===== config.mk =====
export PLATFORM = sky130hd
export DESIGN_NAME = mem_arbiter
export DESIGN_NICKNAME = d
export VERILOG_FILES = /design/src/rtl/mem_arbiter.sv
export SDC_FILE = /design/constraint.sdc
export NUM_CORES = 1
export LEC_CHECK = 0
export ABC_AREA = 1
export CAP_MARGIN = 20
export CORE_AREA = 2 2 191 193
export CTS_CLUSTER_SIZE = 14
export DETAILED_ROUTE_END_ITERATION = 10
export DIE_AREA = 0 0 193 195
export GPL_TIMING_DRIVEN = 0
export PLACE_DENSITY = 0.34
export SYNTH_ARGS = -nofsm -noshare
export SYNTH_HDL_FRONTEND = slang
export SYNTH_SLANG_ARGS = --single-unit

===== constraint.sdc =====
create_clock -name clk_in -period 4.9 [get_ports clk_in]
set_clock_uncertainty 0.05 [all_clocks]
set_input_delay 0.98 -clock clk_in [delete_from_list [all_inputs] [get_ports clk_in]]
set_output_delay 0.98 -clock clk_in [all_outputs]
set_load 0.005 [all_outputs]

===== src/rtl/mem_arbiter.sv =====
// Two-port arbiter sharing one single-port memory between instruction fetch and data access.
// Data wins by default; a waiting fetch wins once it has been passed over STARVE_LIMIT times in a row.
module mem_arbiter #(
    parameter int DATA_WIDTH_POW = 6,
    parameter int ADDR_WIDTH_POW = 6,
    parameter int STARVE_LIMIT   = 4,
    localparam int DATA_WIDTH    = 1 << DATA_WIDTH_POW,
    localparam int ADDR_WIDTH    = 1 << ADDR_WIDTH_POW
) (
    input  logic                  clk_in,
    input  logic                  reset,
    input  logic                  ifReq_in,
    input  logic [ADDR_WIDTH-1:0] ifAddr_in,
    output logic                  ifGnt_out,
    output logic                  ifRvalid_out,
    output logic [31:0]           ifRdata_out,
    input  logic                  dReq_in,
    input  logic                  dWe_in,
    input  logic [ADDR_WIDTH-1:0] dAddr_in,
    input  logic [DATA_WIDTH-1:0] dWdata_in,
    output logic                  dGnt_out,
    output logic                  dRvalid_out,
    output logic [DATA_WIDTH-1:0] dRdata_out,
    output logic                  memReq_out,
    output logic                  memWe_out,
    output logic [ADDR_WIDTH-1:0] memAddr_out,
    output logic [DATA_WIDTH-1:0] memWdata_out,
    input  logic [DATA_WIDTH-1:0] memRdata_in
);

    localparam int CW = $clog2(STARVE_LIMIT + 1);

    // Handshake: a requester holds req until it sees its grant in the same cycle;
    // the grant accepts the request, and a read returns Rvalid exactly one cycle later.
    typedef enum logic [1:0] {
        OWN_NONE  = 2'd0,
        OWN_FETCH = 2'd1,
        OWN_DATA  = 2'd2
    } owner_t;

    owner_t          owner;
    logic            owner_hi_word;
    logic [CW-1:0]   starve_cnt;
    logic            at_limit;
    logic            if_gnt;
    logic            d_gnt;

    assign at_limit = (starve_cnt == CW'(STARVE_LIMIT));

    // Grants are forced low while reset is held so nothing reaches the memory.
    always_comb begin
        if_gnt = 1'b0;
        d_gnt  = 1'b0;
        if (reset) begin
            if_gnt = ifReq_in & (~dReq_in | at_limit);
            d_gnt  = dReq_in & ~if_gnt;
        end
    end

    assign ifGnt_out    = if_gnt;
    assign dGnt_out     = d_gnt;
    assign memReq_out   = if_gnt | d_gnt;
    assign memWe_out    = d_gnt & dWe_in;
    assign memAddr_out  = if_gnt ? ifAddr_in : dAddr_in;
    assign memWdata_out = dWdata_in;

    always_ff @(posedge clk_in or negedge reset) begin
        if (!reset) begin
            starve_cnt    <= '0;
            owner         <= OWN_NONE;
            owner_hi_word <= 1'b0;
        end else begin
            if (if_gnt || !ifReq_in)
                starve_cnt <= '0;
            else if (d_gnt && !at_limit)
                starve_cnt <= starve_cnt + CW'(1);

            if (if_gnt) begin
                owner         <= OWN_FETCH;
                owner_hi_word <= ifAddr_in[2];
            end else if (d_gnt && !dWe_in) begin
                owner <= OWN_DATA;
            end else begin
                owner <= OWN_NONE;
            end
        end
    end

    assign ifRvalid_out = (owner == OWN_FETCH);
    assign dRvalid_out  = (owner == OWN_DATA);
    assign dRdata_out   = memRdata_in;

    // A wide memory word holds two instructions; address bit 2 picks the half.
    generate
        if (DATA_WIDTH >= 64) begin : g_wide
            assign ifRdata_out = owner_hi_word ? memRdata_in[63:32] : memRdata_in[31:0];
        end else begin : g_narrow
            assign ifRdata_out = memRdata_in[31:0];
        end
    endgenerate

    logic unused_addr_bits;
    assign unused_addr_bits = ^{ifAddr_in[ADDR_WIDTH-1:3], ifAddr_in[1:0]};

endmodule


Word level (Yosys, flattened, before mapping)

Cells that the tools add are included.

Word-level logic and storage cells: 29
Memories: 0
Memory bits (read-only): 0
Bits in latches: 0
Register bits after elaboration: 6
Input bits: 261
Memory bits (writable): 0

Shift-type cells: 0
Reduce and logical (&&, ||, !) cells: 7
Muxes and demuxes: 8
Bitwise gates (word level): 7
Magnitude comparators: 0
Eq/ne operators: 3
Div/mod/pow operators: 0
Multiply operators: 0
Add/subtract/negate cells: 1

Operators with widths:

| kind                | count |
|---|---|
| $mux 64             | 1 |
| $mux 32             | 1 |
| $mux 3              | 2 |
| $mux 2              | 2 |
| $add 3x1->3 const B | 1 |
| $and 1x1->1         | 3 |
| $eq 3x3->1 const B  | 1 |
| $logic_not 1->1     | 3 |
| $eq 2x1->1 const B  | 1 |
| $eq 2x2->1 const B  | 1 |
| $logic_and 1x1->1   | 2 |
| $mux 1              | 2 |
| $not 1->1           | 2 |
| $or 1x1->1          | 2 |
| $reduce_bool 2->1   | 1 |
| $logic_or 1x1->1    | 1 |

Logic depth before layout (Yosys ltp)

Gate-level depths: netlist of run 1.

Depth in word-level cells: 9
Mapped depth: 9
Depth with buffers taken out: 8

Worst setup path before layout of run 1

OpenSTA, ideal clock, no wires.

Path kind: input -> output
Start point: input port ifReq_in
End point: output port memAddr_out[10]
Required time: 3870 ps
Stages on the path: 5
Arrival: 1664 ps
Setup slack: 2206 ps
Path buffers: 2
Cell sequence: clkbuf_2 > nand3_4 > clkbuf_1 > nand2_1 > nand2_1

Longest elaborated chain between the ends: 3

Ends and longest elaborated chain:

| what               | RTL line | RTL |
|---|---|---|
| start: declaration | 12       | `input logic ifReq_in,` |
| $and 1x1->1        | 55       | `if_gnt = ifReq_in & (~dReq_in \| at_limit);` |
| $mux 1             | 54       | `if (reset) begin` |
| $mux 64            | 64       | `assign memAddr_out = if_gnt ? ifAddr_in : dAddr_in;` |
| end: declaration   | 26       | `output logic [ADDR_WIDTH-1:0] memAddr_out,` |

No other way between the ends.

Final worst setup path of run 1

Start point: input port reset
End point: output port memAddr_out[5]

Longest elaborated chain between the ends: 2

Ends and longest elaborated chain:

| what               | RTL line | RTL |
|---|---|---|
| start: declaration | 11       | `input logic reset,` |
| $mux 1             | 54       |  |
| $mux 64            | 64       |  |

No other way between the ends.

==> qor.yml, run 1 <==
htree_num_levels: 1
numCtsBuffers: 3
cp_data_arrival_time_ps: 3150
hold_buffers: 0
gp_congestion: 0.656
vias_per_cell: 2.93
die_h_um: 195
worst_slew_pin_slew_ps: 509
clock_latency_ps: 230
report.final.slew_viol_count: 0
initial_core_util_pct: 7.12
hold_violations: 0
post-route-period-util_pct: 85.3
fmax_mhz: 239
whs_endpoint: "starve_cnt[1]"
wl_um: 16200
grt_pass1_wl_um: 22300
ys_warn_count: 0
clock_sinks: 6
post_cts_resized: 0
dr.pass1.iters: 4
tns_ps: 0
cts_setup_buffers: 0
io_pins: 491
cts-root-buf: "clkbuf_16"
reg2regPathDepth: 7
grt_start_max_net_pins: 12
ff2ff_setup_slack_ps: 3320
syn_nets: 676
avgSynthCellArea_um2: 6.10
ys_async_sr_fraction_pct: 100
ys_top_cells_by_area: "buf_4, nand2_1, mux2_2"
utilization_pct: 21.0
end_kind: "output pin"
power_density_mw_per_mm2: 115
fin_total_pwr_uw: 856
dieWidth_um: 193
overflow: 0
cts_max_path_buffers: 2
r2r-start: "starve_cnt[0]"
seq_area_um2: 150
hpwl_um: 14700
synth_ff_type: "dfrtp_1"
setup_viol: 0
drt-initial-drc-count: 47
diodes: 0
synth_cell_types: 17
synth_top_cell_area_share_pct: 38.1
leakagePower_uw: 0.00326
drt-wirelength-per-cell_um: 12.4
synth_area_mm2: 0.00252
post-route-drc-count: 0
drv_cap: 0
ir_worst_vdd_mv: 0.0533
grt_pass1_vias: 3917
period_needed_ps: 4180
dpl.cell_count: 1299
area_growth_pct: 195
portBuffers: 425
timing.rr.end: "owner_hi_word"
path_max_fanout: 11
core_mm2: 0.0354
drive_gt1_share_pct: 21.4
multiInputGateArea_mm2: 0.00122
clkTransAtPathRegs_ps: 30
antenna_found_initial: 0
synth_edf_count: 0
grtUsageTotal_pct: 7.68
synth_top_cell_by_area: "buf_4"
rsz0062_at_grt: "no"
final_cells: 1302
layout.nets: 1106
rows: 69
worstHoldStart: "starve_cnt[1]"
route.vias.total: 3817
cts_tree: "built"
fp.dieArea_mm2: 0.0376
crit_type: "primary input to output pin"
outcome: "finished clean"
ys_seq_area_share_pct: 5.96
slew_headroom_pct: 65.9
dp_worst_setup_slack_ps: 605
hold_path.class: "register to register"
required_ps: 3870
hold_depth: 2
worst_slack_ps: 719
synth_seq_cells: 6
worstSetupStartpointType: "primary input"
synth_cells: 413
fill_cells: 3992
ant_nets: 0
per-stage QoR:
| stage | hold slack, ps | cell area (um^2) |
|---|---|---|
| after floorplan | 453 | 2520 |
| after global placement | 503 | 7350 |
| after detailed placement | 502 | 7350 |
| after CTS | 510 | 7430 |
| after global routing | 551 | 7430 |
| final | 527 | 7430 |
routing by layer:
metal,GRT usage (%),vias up,wire length [um]
li1,-,1996,-
met1,7.72,1554,5400
met2,16.0,263,8810
met3,1.83,4,1930
met4,0.842,0,64
met5,0,-,0
where the power goes:
group / total (uW) / switching [uW] / internal [uW]
logic: 672 / 194 / 477
registers: 53.7 / 1.15 / 52.6
clock network: 131 / 26.1 / 105
Yosys cell counts, types with 2 or more instances:
cell type / number
ha_1: 2
clkbuf_1: 3
buf_6: 9
nand3_1: 3
o21ai_0: 4
buf_4: 128
nand2_1: 199
nor2_1: 6
mux2_2: 32
buf_2: 5
a21oi_1: 2
inv_1: 10
dfrtp_1: 6
registers in the layout, indices dropped and copies added (netlist names):
register and flops:
owner 2, owner_hi_word 1, starve_cnt 3
cell families after synthesis:
logic type / synth area share, %
AOI/OAI and AO/OA: 1.19
buffers and inverters: 45.5
DFF: 5.96
muxes: 14.3
and+or+nand+nor: 32.1
adders and majority gates: 0.992
final cells by class:
cell class	instances	share of cell area (%)
Buffer	146	14.9
Clock buffer	3	1.01
Inverter	11	0.590
Multi-Input combinational cell	250	16.5
Sequential cell	6	2.02
Tap cell	461	7.77
Timing Repair Buffer	425	57.3
worst max-delay path: stages:
cell,delay (ps)
clkdlybuf4s50_1,670
nand3_4,300
clkbuf_1,400
nand2_1,180
nand2_1,110
clkdlybuf4s50_1,510
worst max path at each step:
stage	from	end	slack, ps	cells after the start
3_3_place_gp	reset	memAddr_out[17]	610	6
6_report	reset	memAddr_out[5]	720	6
3_5_place_dp	reset	memAddr_out[5]	610	6
4_1_cts	reset	memAddr_out[5]	600	6
2_1_floorplan	ifReq_in	memAddr_out[10]	2210	5
5_1_grt	reset	memAddr_out[5]	470	6
cell usage in the layout (no fill, tap or decap):
| cell | netlist | final |
|---|---|---|
| clkdlybuf4s50_1 | 0 | 425 |
| nand2_1 | 199 | 199 |
| buf_4 | 128 | 128 |
| mux2_2 | 32 | 32 |
| inv_1 | 10 | 10 |
| buf_6 | 9 | 9 |
| nor2_1 | 6 | 6 |
| dfrtp_1 | 6 | 6 |
| buf_2 | 5 | 5 |
| o21ai_0 | 4 | 4 |
| clkbuf_1 | 3 | 3 |
| nand3_1 | 3 | 3 |
| clkbuf_16 | 0 | 3 |
| a21oi_1 | 2 | 2 |
| ha_1 | 2 | 2 |
| clkbuf_2 | 1 | 1 |
| nand3_4 | 1 | 1 |
| inv_4 | 1 | 1 |
| nand4_1 | 1 | 1 |
(Power assumes the default switching activity.)
==> inputs of run 2 (changes only) <==
--- a/config.mk
+++ b/config.mk
@@ -13,6 +13,7 @@
 export DIE_AREA = 0 0 193 195
 export GPL_TIMING_DRIVEN = 0
 export PLACE_DENSITY = 0.34
+export SKIP_CTS_REPAIR_TIMING = 1
 export SYNTH_ARGS = -nofsm -noshare
 export SYNTH_HDL_FRONTEND = slang
 export SYNTH_SLANG_ARGS = --single-unit
==> results of run 2 <==
Final layout, timing and power as in run 1 (identical DEF).
